<file path="src/rtl/fetch_queue_pkg.sv">
// Shared types for the fetch -> decode decoupling queue.
// Optional feature macro: FETCH_QUEUE_BYPASS_EN (see fetch_queue.sv).
package fetch_queue_pkg;

  localparam int FETCH_QUEUE_XLEN  = 32;
  localparam int FETCH_QUEUE_DEPTH = 4;

  typedef logic [FETCH_QUEUE_XLEN-1:0] PC;

  // One fetched instruction together with its branch-prediction metadata.
  typedef struct packed {
    PC                           pc;
    logic [FETCH_QUEUE_XLEN-1:0] insn;
    logic                        btbHit;
    PC                           btbPredictedPc;
  } FetchQueueEntry;

  localparam FetchQueueEntry FETCH_QUEUE_ENTRY_ZERO = '0;

  // Bundle the loose fetch-side fields into one storage entry.
  function automatic FetchQueueEntry packEntry(
    input PC                           pc,
    input logic [FETCH_QUEUE_XLEN-1:0] insn,
    input logic                        btbHit,
    input PC                           btbPredictedPc
  );
    FetchQueueEntry e;
    e.pc             = pc;
    e.insn           = insn;
    e.btbHit         = btbHit;
    e.btbPredictedPc = btbPredictedPc;
    return e;
  endfunction

endpackage

</file>
<file path="src/rtl/fetch_queue_ram.sv">
// Entry storage for the fetch queue: DEPTH x FetchQueueEntry, one synchronous
// write port, one asynchronous read port, asynchronously reset to zero.
module fetch_queue_ram
  import fetch_queue_pkg::*;
#(
  parameter int DEPTH = FETCH_QUEUE_DEPTH,
  localparam int AW   = $clog2(DEPTH)
) (
  input  logic           clk,
  input  logic           rst,
  input  logic           wrEn,
  input  logic [AW-1:0]  wrAddr,
  input  FetchQueueEntry wrData,
  input  logic [AW-1:0]  rdAddr,
  output FetchQueueEntry rdData
);

  FetchQueueEntry mem_r [DEPTH];

  // Storage array: cleared on reset, written on the rising edge when enabled.
  always_ff @(posedge clk or posedge rst) begin
    if (rst) begin
      for (int i = 0; i < DEPTH; i++) begin
        mem_r[i] <= FETCH_QUEUE_ENTRY_ZERO;
      end
    end else if (wrEn) begin
      mem_r[wrAddr] <= wrData;
    end
  end

  // Head entry is read combinationally so decode sees it in the same cycle.
  always_comb begin
    rdData = mem_r[rdAddr];
  end

endmodule

</file>
<file path="src/rtl/fetch_queue.sv">
// Fetch -> decode decoupling FIFO. Entries leave strictly in push order; a
// flush (branch redirect) empties the queue at the next edge.
// Optional feature macro: FETCH_QUEUE_BYPASS_EN -- when defined, an entry
// arriving at an empty queue while decode is ready is forwarded straight to
// deq_* in the same cycle and never written to storage.
// XLEN must match FETCH_QUEUE_XLEN since the storage entry type is shared.
module fetch_queue
  import fetch_queue_pkg::*;
#(
  parameter int DEPTH  = FETCH_QUEUE_DEPTH,
  parameter int XLEN   = FETCH_QUEUE_XLEN,
  localparam int PTR_W = $clog2(DEPTH),
  localparam int CNT_W = $clog2(DEPTH) + 1
) (
  input  logic             clk,
  input  logic             rst,
  input  logic             flush,
  input  logic             enq_valid,
  output logic             enq_ready,
  input  logic [XLEN-1:0]  enq_pc,
  input  logic [XLEN-1:0]  enq_insn,
  input  logic             enq_btb_hit,
  input  logic [XLEN-1:0]  enq_pred_pc,
  output logic             deq_valid,
  input  logic             deq_ready,
  output logic [XLEN-1:0]  deq_pc,
  output logic [XLEN-1:0]  deq_insn,
  output logic             deq_btb_hit,
  output logic [XLEN-1:0]  deq_pred_pc,
  output logic [CNT_W-1:0] count
);

  logic [PTR_W-1:0] rdPtr_r;
  logic [PTR_W-1:0] wrPtr_r;
  logic [CNT_W-1:0] count_r;

  logic           empty_s;
  logic           full_s;
  logic           push_s;
  logic           pop_s;
  logic           bypass_s;
  logic           wrEn_s;
  logic           rdAdv_s;
  FetchQueueEntry enqEntry_s;
  FetchQueueEntry rdEntry_s;

  // Occupancy flags. enq_ready looks only at registered occupancy, so a pop
  // never opens a slot for a push in the same cycle (no deq_ready->enq_ready path).
  always_comb begin
    empty_s   = (count_r == {CNT_W{1'b0}});
    full_s    = (count_r == CNT_W'(DEPTH));
    enq_ready = ~full_s;
    count     = count_r;
  end

`ifdef FETCH_QUEUE_BYPASS_EN
  // Empty queue, redirect-free, both sides ready: forward the entry directly.
  always_comb begin
    bypass_s = empty_s & ~flush & enq_valid & deq_ready;
  end
`else
  // Without the bypass every entry goes through storage.
  always_comb begin
    bypass_s = 1'b0;
  end
`endif

  // Handshakes; a flush kills both sides. A bypassed entry is neither written
  // nor popped from storage, so occupancy stays at zero for it.
  always_comb begin
    push_s  = enq_valid & ~full_s & ~flush;
    pop_s   = deq_valid & deq_ready;
    wrEn_s  = push_s & ~bypass_s;
    rdAdv_s = pop_s & ~bypass_s;
  end

  // Pack the incoming fetch fields for storage.
  always_comb begin
    enqEntry_s = packEntry(enq_pc, enq_insn, enq_btb_hit, enq_pred_pc);
  end

  fetch_queue_ram #(
    .DEPTH (DEPTH)
  ) u_ram (
    .clk    (clk),
    .rst    (rst),
    .wrEn   (wrEn_s),
    .wrAddr (wrPtr_r),
    .wrData (enqEntry_s),
    .rdAddr (rdPtr_r),
    .rdData (rdEntry_s)
  );

  // Pointer and occupancy state; flush outranks any push or pop.
  always_ff @(posedge clk or posedge rst) begin
    if (rst) begin
      rdPtr_r <= {PTR_W{1'b0}};
      wrPtr_r <= {PTR_W{1'b0}};
      count_r <= {CNT_W{1'b0}};
    end else if (flush) begin
      rdPtr_r <= {PTR_W{1'b0}};
      wrPtr_r <= {PTR_W{1'b0}};
      count_r <= {CNT_W{1'b0}};
    end else begin
      if (wrEn_s) begin
        wrPtr_r <= wrPtr_r + PTR_W'(1);
      end
      if (rdAdv_s) begin
        rdPtr_r <= rdPtr_r + PTR_W'(1);
      end
      case ({wrEn_s, rdAdv_s})
        2'b10:   count_r <= count_r + CNT_W'(1);
        2'b01:   count_r <= count_r - CNT_W'(1);
        default: count_r <= count_r;
      endcase
    end
  end

  // Head presentation to decode. deq_valid is forced low during a flush.
  always_comb begin
    deq_valid   = 1'b0;
    deq_pc      = rdEntry_s.pc;
    deq_insn    = rdEntry_s.insn;
    deq_btb_hit = rdEntry_s.btbHit;
    deq_pred_pc = rdEntry_s.btbPredictedPc;
    if (bypass_s) begin
      deq_valid   = 1'b1;
      deq_pc      = enq_pc;
      deq_insn    = enq_insn;
      deq_btb_hit = enq_btb_hit;
      deq_pred_pc = enq_pred_pc;
    end else begin
      deq_valid   = ~empty_s & ~flush;
    end
  end

endmodule

</file>
<file path="config.mk">
export PLATFORM = sky130hd
export DESIGN_NAME = fetch_queue
export DESIGN_NICKNAME = d
export VERILOG_FILES = /design/src/rtl/fetch_queue_pkg.sv /design/src/rtl/fetch_queue_ram.sv /design/src/rtl/fetch_queue.sv
export SDC_FILE = /design/constraint.sdc
export NUM_CORES = 1
export LEC_CHECK = 0
export CELL_PAD_IN_SITES_DETAIL_PLACEMENT = 1
export CELL_PAD_IN_SITES_GLOBAL_PLACEMENT = 1
export CORE_MARGIN = 2
export CORE_UTILIZATION = 47
export DETAILED_ROUTE_END_ITERATION = 8
export GPL_ROUTABILITY_DRIVEN = 0
export HOLD_SLACK_MARGIN = 0.05
export PLACE_DENSITY = 0.77
export SLEW_MARGIN = 20
export SYNTH_ARGS = -nofsm -noshare
export SYNTH_HDL_FRONTEND = slang
export SYNTH_SLANG_ARGS = --single-unit
</file>
<file path="constraint.sdc">
create_clock -name clk -period 19 [get_ports clk]
set_input_delay 1.9 -clock clk [delete_from_list [all_inputs] [get_ports clk]]
set_output_delay 1.9 -clock clk [all_outputs]
set_load 0.01 [all_outputs]
</file>
* Yosys cells after proc, flatten, opt, wreduce, memory -nomap -nowiden *
Index checks and enable logic that the tools add are counted.

cells by class
  $lt $le $gt $ge = 3
  shift operators = 0
  reduce and logical (&&, ||, !) cells = 5
  add/subtract/negate cells = 4
  multiply operators = 0
  bitwise logic cells = 9
  divide/modulo/power cells = 0
  mux-type cells = 12
  eq/ne operators = 3

operators by type and width
  kind                 count
  $bwmux 388           1
  $mux 97              3
  $bmux 97 s2          1
  $demux 97 s2         1
  $mux 2               4
  $ge 3x3->1 const B   2
  $not 2->3            2
  $pmux 3 s2           1
  $add 2x1->2 const B  2
  $and 1x1->1          4
  $reduce_bool 2->1    2
  $add 3x1->3 const B  1
  $eq 3x3->1 const B   1
  $logic_not 3->1      1
  $lt 3x1->1 const B   1
  $mux 3               1
  $not 1->1            3
  $reduce_bool 3->1    1
  $sub 3x1->3 const B  1
  $eq 2x1->1 const B   1
  $eq 2x2->1 const B   1
  $logic_and 1x1->1    1

word-level totals
  memories = 0
  memory bits (read-only) = 0
  latch bits = 0
  memory bits (writable) = 0
  register bits = 395

* Depth between registers and ports, before layout *
Gate-level depths: netlist (run 1).

  depth in word-level cells = 7
  mapped depth = 7
  gate-level depth less buffers = 6

* By module *
Synthesis (run 1) repeated with hierarchy kept, for this count alone.

second synthesis, totals
  cell total of the unflattened synthesis = 993
  area total of the unflattened synthesis = 17103.9 µm²

modules (own cells, without submodules)
  module           area each (µm²)  cells an instance  sequential area each (µm²)  times used
  fetch_queue_ram  16633.5          940                9709.3                      1
  fetch_queue      470.5            53                 175.2                       1

* Worst setup path before layout (run 1) *
OpenSTA, ideal clock, no wires.

  path type = input-to-output
  start point = in flush
  end point = out deq_valid
  setup slack = 14864 ps
  stages on the path = 2
  path buffers = 1
  arrival time = 2236 ps
  required time = 17100 ps
  path through = buf_2 > nor2_1

between the ends
  cells in the longest elaborated chain, start to end = 2

ends and longest elaborated chain
  item                RTL line            source
  start: declaration  fetch_queue.sv:17   input logic flush,
  $not 1->1           fetch_queue.sv:133  deq_valid = ~empty_s & ~flush;
  $and 1x1->1         fetch_queue.sv:133
  end: declaration    fetch_queue.sv:24   output logic deq_valid,

Every way passes these cells.

* Final worst setup path (run 1) *
  start point = reg rdPtr_r[0]
  end point = out deq_pc[5]

between the ends
  cells in the longest elaborated chain, start to end = 4

ends and longest elaborated chain
  item                                        RTL line               source
  start: declaration                          fetch_queue.sv:33      logic [PTR_W-1:0] rdPtr_r;
  start signal: assignment                    fetch_queue.sv:97      rdPtr_r <= {PTR_W{1'b0}};
  start signal: assignment                    fetch_queue.sv:101     rdPtr_r <= {PTR_W{1'b0}};
  start signal: assignment                    fetch_queue.sv:109     rdPtr_r <= rdPtr_r + PTR_W'(1);
  $not 2->3 (not written as such)             fetch_queue_ram.sv:33  rdData = mem_r[rdAddr];
  $bmux 97 s2                                 fetch_queue_ram.sv:33
  $mux 97 (not written as such) (2 in a row)  fetch_queue_ram.sv:33
  end: declaration                            fetch_queue.sv:26      output logic [XLEN-1:0] deq_pc,

Every way passes these cells. The select of a mux whose other input is x is not followed.

==> results of run 1 <==
[final timing paths]
kind	slack (ps)	start	cells past startpoint	end
max	13270	rdPtr_r[0]	4	deq_pc[5]
min	500	u_ram.mem_r[11]	1	u_ram.mem_r[11]
max reg2reg	15770	count[0]	5	u_ram.mem_r[331]
min reg2reg	500	u_ram.mem_r[11]	1	u_ram.mem_r[11]
max in group asynchronous	14700	rst	4	u_ram.mem_r[192]
min in group asynchronous	1980	rst	2	rdPtr_r[1]
[cell families after synthesis]
kind of cell / count (synthesis) / synth area share [%]
mux: 485 / 39.5
flops: 395 / 55.7
buf+inv: 76 / 2.64
compound gates: 19 / 0.755
simple gates: 19 / 0.881
fa+ha+maj: 5 / 0.395
xor+xnor: 3 / 0.148
[power breakdown]
part | leakage [nW] | total, mW | internal, mW | switching (mW)
clock | 0.724 | 0.846 | 0.514 | 0.332
combinational | 3.95 | 1.11 | 0.737 | 0.372
sequential | 4.96 | 1.37 | 1.18 | 0.198
total | 9.63 | 3.33 | 2.43 | 0.902
[metrics by stage]
| stage | power, mW | setup slack [ps] | hold slack, ps | area [µm²] | util [%] |
|---|---|---|---|---|---|
| 2_1_floorplan | 2.05 | 6120 | 474 | 17700 | - |
| 3_3_place_gp | 2.45 | 13690 | 482 | 20100 | 53.7 |
| 3_5_place_dp | 2.50 | 13620 | 489 | 20100 | 53.7 |
| 4_1_cts | 3.38 | 13130 | 501 | 21500 | 57.6 |
| 5_1_grt | 3.51 | 13020 | 507 | 21500 | 57.6 |
| 6_report | 3.33 | 13270 | 497 | 21500 | 57.6 |
[worst max-delay path, cell delays in order, from the launching register on]
cell             delay, ps
dfrtp_4                810
buf_4                  610
buf_4                  700
mux4_2                 580
clkdlybuf4s50_1        550
[flip-flops by register name (all words and copies together) (netlist names)]
name	flops
rdPtr_r	2
u_ram.mem_r	388
wrPtr_r	2
count	3
[placed cells by master, fill, tap and decap left out, types with 4 or more instances in the layout]
cell and instances:
dfrtp_1 393, mux2_2 268, clkdlybuf4s50_1 203, mux2_4 120, mux4_2 97, clkbuf_16 45
buf_4 11, clkbuf_1 10, clkbuf_8 10, clkinv_2 10, inv_1 5, nand3_4 4
nor2_1 4, ha_1 4
[per-layer routing]
metal	global-route usage (%)	routed length (µm)	vias to the layer above
met1	26.7	17000	5191
met2	34.7	19500	182
met5	0	0	-
li1	-	-	4130
met4	4.04	551	0
met3	5.69	2530	40
[final cells by class]
class / instances / area, µm²
Timing Repair Buffer: 215 / 2130
Fill cell: 3323 / 15900
Clock buffer: 65 / 1300
Sequential cell: 395 / 9890
Clock inverter: 15 / 156
Tap cell: 511 / 639
Multi-Input combinational cell: 531 / 7390
Antenna cell: 2 / 5.00
Inverter: 7 / 33.8
==> impl_metrics.toml, run 1 <==
[yosys]
syn_area_per_cell_um2 = 17.7
ys_seq_area_share_pct = 55.7
synthCells = 1002
synth_top_cells_by_count = "dfrtp_1 (395), mux2_2 (268), mux2_4 (120)"
syn_nets = 1109
synth_cell_types = 36
ys_ff_latch = 395
ys.flop_type = "dfrtp_1"
yosysTopAreaCell = "dfrtp_1"
synth_warnings = 0
synth_edf_count = 0
netlist_area_mm2 = 0.0177
synth_top_area_share_pct = 55.7
synth.most_common_cell = "dfrtp_1"
synthTopCellsByArea = "dfrtp_1 (56%), mux2_2 (17%), mux4_2 (12%)"
async_reset_ff_share_pct = 100

[power_and_ir_drop]
p_per_area_mw_per_mm2 = 155
peakVddDrop_mv = 0.0857
p_leak_nw = 9.63

[finish]
fin_cells = 1741
syn_to_final_growth_pct = 21.4
drive_gt1_share_pct = 47.0
nets = 1301

[placement]
hpwl_um = 23600
dp_cells = 1659
numPortBuffers = 203

[critical_path]
endpoint_kind = "output port"
worstPathMaxFanout = 43
critPathKind = "reg -> out"
worstPathRequired_ps = 17100
worst_ep_arrival_time_ps = 3830
startpoint_type = "flip-flop"

[sta]
rsz0062_at_grt = "false"
tns_ps = 0
finClkSkew_ps = 10.8
drv_slew = 0
final.min_clock_period_ps = 5730
setup_viol_count_final = 0
hold_viol_final = 0
fin_crit_sh_pct = 30.2
timing.fmax_mhz = 174
worst_pin_slew_ps = 993
relSlewSlack_pct = 33.8

[floorplan]
initial_utilization_pct = 47.4
die_x_um = 198
io_pins = 204
fp.coreArea_mm2 = 0.0374
fp.dieArea_mm2 = 0.0393
die_y_um = 198
std_cell_rows = 71

[cts]
clock_path_buffers = 3
cts_tree = "done"
cts_resized = 0
htree_levels = 2
holdBufCountCts = 0
clock-root-buffer = "clkbuf_16"
numCtsBuffers = 44
cts.sink_count = 395
clock_latency_ps = 530
cts_setup_buffers = 0
cts.clk_slew.worst_paths_ps = 60

[drt]
drt-initial-drc-count = 363
drc = 0
drt-wirelength-per-cell_um = 22.7
routed_wl_um = 39600
ant_nets = 0
viasPerCell = 5.48
vias = 9543
drt_pass1_iterations = 4

[grt]
grt_pass1_wl_um = 62500
grt_max_degree = 143
antenna_found_initial = 2
grt_util_all_layers_pct = 20.6
grt_overflow = 0
grt_pass1_vias = 10905

[status]
outcome = "completed"

[run]
max-cap-violations = 0

[hold_path]
hold_class = "reg -> reg"
Power figures use the tool's default switching activity.
==> run 2: changes to the inputs <==
Clock period 19 ns to 5.9 ns, I/O delays scaled along.
==> impl_metrics.toml, run 2 (synthesis gave the netlist of run 1 again) <==
[status]
outcome = "completed"

[sta]
setup_viol_count_final = 0
finClkSkew_ps = 18.3
rsz0062_at_grt = "false"
drv_slew = 0
hold_viol_final = 0
worst_pin_slew_ps = 1130
worst_slack_ps = 2140
final.min_clock_period_ps = 3760
fin_crit_sh_pct = 63.7
relSlewSlack_pct = 24.7
timing.fmax_mhz = 266
hold_slack_ps = 290

[finish]
largest_reg_flops = 388
drive_gt1_share_pct = 46.9
nets = 1300
syn_to_final_growth_pct = 21.5
max_flop_register = "u_ram.mem_r"
layout_common_cells = "dfrtp_1 (393), mux2_2 (268), clkdlybuf4s50_1 (203)"
fin_cells = 1737
final_common_cell = "dfrtp_1"

[power_and_ir_drop]
p_per_area_mw_per_mm2 = 495
fin_total_pwr_mw = 10.7
peakVddDrop_mv = 0.343
p_leak_nw = 9.63

[grt]
grt_overflow = 0
grt_pass1_wl_um = 62000
grt_util_all_layers_pct = 20.3
grt_max_degree = 191
antenna_found_initial = 3
grt_pass1_vias = 10808

[cts]
clock_latency_ps = 540
numCtsBuffers = 43
cts_setup_buffers = 0
cts.sink_count = 395
clock-root-buffer = "clkbuf_16"
cts.clk_slew.worst_paths_ps = 60
clock_path_buffers = 3
holdBufCountCts = 0
htree_levels = 2
cts_tree = "done"
cts_resized = 0

[drt]
drt_pass1_iterations = 4
drt-wirelength-per-cell_um = 22.1
ant_nets = 0
routed_wl_um = 38300
vias = 9541
drc = 0
viasPerCell = 5.49
drt-initial-drc-count = 321

[placement]
dp_cells = 1659
pre_cts_slack_ps = 1980
hpwl_um = 22500
numPortBuffers = 203

[run]
max-cap-violations = 0

[critical_path]
worst_ep_arrival_time_ps = 3170
worstPathMaxFanout = 52
worstPathRequired_ps = 5310
startpoint_type = "flip-flop"
endpoint_kind = "output port"
critPathKind = "reg -> out"

[floorplan]
std_cell_rows = 71
fp.dieArea_mm2 = 0.0393
die_y_um = 198
fp.coreArea_mm2 = 0.0374
die_x_um = 198
initial_utilization_pct = 47.4
io_pins = 204

[hold_path]
hold_class = "in -> async"
-- run 2: routing by layer --
metal	global-route usage [%]	up-vias	share of wire [%]
met3	5.65	63	6.4
li1	-	4144	-
met2	33.3	168	48
met5	0	-	0.034
met1	26.6	5164	43
met4	5.85	2	2.5
-- run 2: critical path, stage by stage (launching register included) --
cell and delay, ps:
dfrtp_4 1010, buf_12 450, mux4_2 550, clkdlybuf4s50_1 560
-- run 2: where the power goes --
part / leakage [nW] / internal (mW) / total, mW / switching, mW
Clock: 0.710 / 1.62 / 2.68 / 1.07
Combinational: 3.96 / 2.38 / 3.54 / 1.16
Sequential: 4.96 / 3.79 / 4.44 / 0.652
-- run 2: worst paths after layout --
kind                                   from  slack [ps]          endpoint  depth (start not counted)
min in group clk           u_ram.mem_r[201]         500  u_ram.mem_r[201]                          1
setup / recovery                 rdPtr_r[1]        2140   deq_pred_pc[19]                          3
setup reg to reg                   count[0]        2730  u_ram.mem_r[324]                          5
hold reg to reg            u_ram.mem_r[201]         500  u_ram.mem_r[201]                          1
max in group asynchronous               rst        4110  u_ram.mem_r[154]                          4
hold / removal                          rst         290          count[2]                          2
-- run 2: cell type report --
| class | instances | area (µm²) |
|---|---|---|
| fill | 3356 | 15800 |
| multi-input combinational | 531 | 7390 |
| clock inverter | 11 | 109 |
| antenna | 1 | 2.50 |
| timing repair buffer | 215 | 2180 |
| tap | 511 | 639 |
| inverter | 7 | 30.0 |
| clock buffer | 66 | 1320 |
| sequential | 395 | 9890 |
-- run 2: per-stage QoR --
stage / utilization (%) / instance area [µm²] / setup TNS, ps
floorplan: - / 17700 / -2300
global placement: 53.8 / 20100 / 0
detailed placement: 53.8 / 20100 / 0
CTS: 57.6 / 21600 / 0
global route: 57.6 / 21600 / 0
finish: 57.7 / 21600 / 0
==> variant: new RTL, config.mk and constraints of run 1 <==
`FETCH_QUEUE_XLEN`: 32 -> 16.
--- a/src/rtl/fetch_queue_pkg.sv
+++ b/src/rtl/fetch_queue_pkg.sv
@@ -3,5 +3,5 @@
 package fetch_queue_pkg;
 
-  localparam int FETCH_QUEUE_XLEN  = 32;
+  localparam int FETCH_QUEUE_XLEN  = 16;
   localparam int FETCH_QUEUE_DEPTH = 4;
 
Ports: changed (6 resized); port bits go from 204 to 108. The function was not compared with the original's and may differ.
==> variant against run 1 <==
- combinational power down 49%
- largest cell class unchanged
- sequential share of layout area shrank 0.58 points
- critical path type is now in2out
- area after synthesis shrank 48%
- die area is 48% lower
- power down 48%
- count of clock-buffer cells in the layout fell by 35
- worst hold slack gained 3.2 ps
- final area decreased by 48%
- setup slack improved by 540 ps
- largest power group unchanged
- sequential cell count decreased by 192
- clock skew fell by 1.2 ps
- routed wire length down 49%
==> variant: results <==
export IMPL_dp_cells=879
export IMPL_antenna_cells=0
export IMPL_m1WireLength_um=8550
export IMPL_cp_data_arrival_time_ps=3290
export IMPL_status="finished clean"
export IMPL_cp_max_fo=10
export IMPL_grt_max_degree=115
export IMPL_synth_fa_ha_area_frac=0.00765
export IMPL_cpPeakStageDelay_ps=630
export IMPL_fin_skew_ps=9.61
export IMPL_dr_wl_met3_um=886
export IMPL_p_leak_nw=4.95
export IMPL_largest_register_ffs=196
export IMPL_met2WireLength_um=10600
export IMPL_viasPerCell=5.49
export IMPL_use_met2=0.369
export IMPL_synth_common_cells="dfrtp_1 (203), mux2_2 (156), mux4_2 (49)"
export IMPL_dpl_cell_area_mm2=0.0104
export IMPL_dp_slack_ps=13840
export IMPL_synth_xor_area_frac=0.00287
export IMPL_grt_use_met1=0.256
export IMPL_final_cells=920
export IMPL_yosysUniqueCellTypes=35
export IMPL_crit_start="flush"
export IMPL_grt_pass1_vias=5952
export IMPL_synth_compound_area_share=0.0146
export IMPL_antenna_found_initial=0
export IMPL_relSlewSlack=0.449
export IMPL_regToRegEndpoint="u_ram.mem_r[173]"
export IMPL_ir_worst_vdd_v=0.0000765
export IMPL_final_period_utilization=0.273
export IMPL_syn_num_nets=598
export IMPL_synth_mux_area_frac=0.378
export IMPL_syn_inst=539
export IMPL_drive_above_1_share=0.461
export IMPL_grt_pass1_wl_um=32400
export IMPL_clock_latency_ps=500
export IMPL_wl_per_cell_um=22.1
export IMPL_crit_slowest_cell="clkdlybuf4s50_1"
export IMPL_synthTopCellsByArea="dfrtp_1 (55%), mux2_2 (19%), mux4_2 (12%), mux2_4 (6.6%), buf_2 (1.3%)"
export IMPL_drt_pre_antenna_iters=5
export IMPL_r2r_start="count[2]"
export IMPL_met3_usage=0.0373
export IMPL_dp_hpwl_um=12200
export IMPL_fin_nets=699
export IMPL_grt_use_total=0.203
export IMPL_cts_max_level=1
==> variant: how the worst min path moves through the flow <==
stage | endpoint | start | slack [ps]
finish | u_ram.mem_r[60] | u_ram.mem_r[60] | 500
global route | u_ram.mem_r[22] | u_ram.mem_r[22] | 510
CTS | u_ram.mem_r[99] | u_ram.mem_r[99] | 500
detailed placement | u_ram.mem_r[99] | u_ram.mem_r[99] | 490
global placement | u_ram.mem_r[14] | u_ram.mem_r[14] | 480
floorplan | u_ram.mem_r[59] | u_ram.mem_r[59] | 470
==> variant: power by group <==
group	leakage (nW)	internal [W]	switching (W)
clock network	0.404	0.000288	0.000170
logic	2.00	0.000369	0.000195
registers	2.55	0.000603	0.000102
total	4.95	0.00126	0.000467
==> variant: final cells by class <==
class / instances / area (um^2)
timing repair buffer: 114 / 1150
fill: 1788 / 8050
multi-input combinational: 291 / 3820
clock buffer: 30 / 672
sequential: 203 / 5080
tap: 265 / 332
clock inverter: 10 / 125
inverter: 7 / 33.8
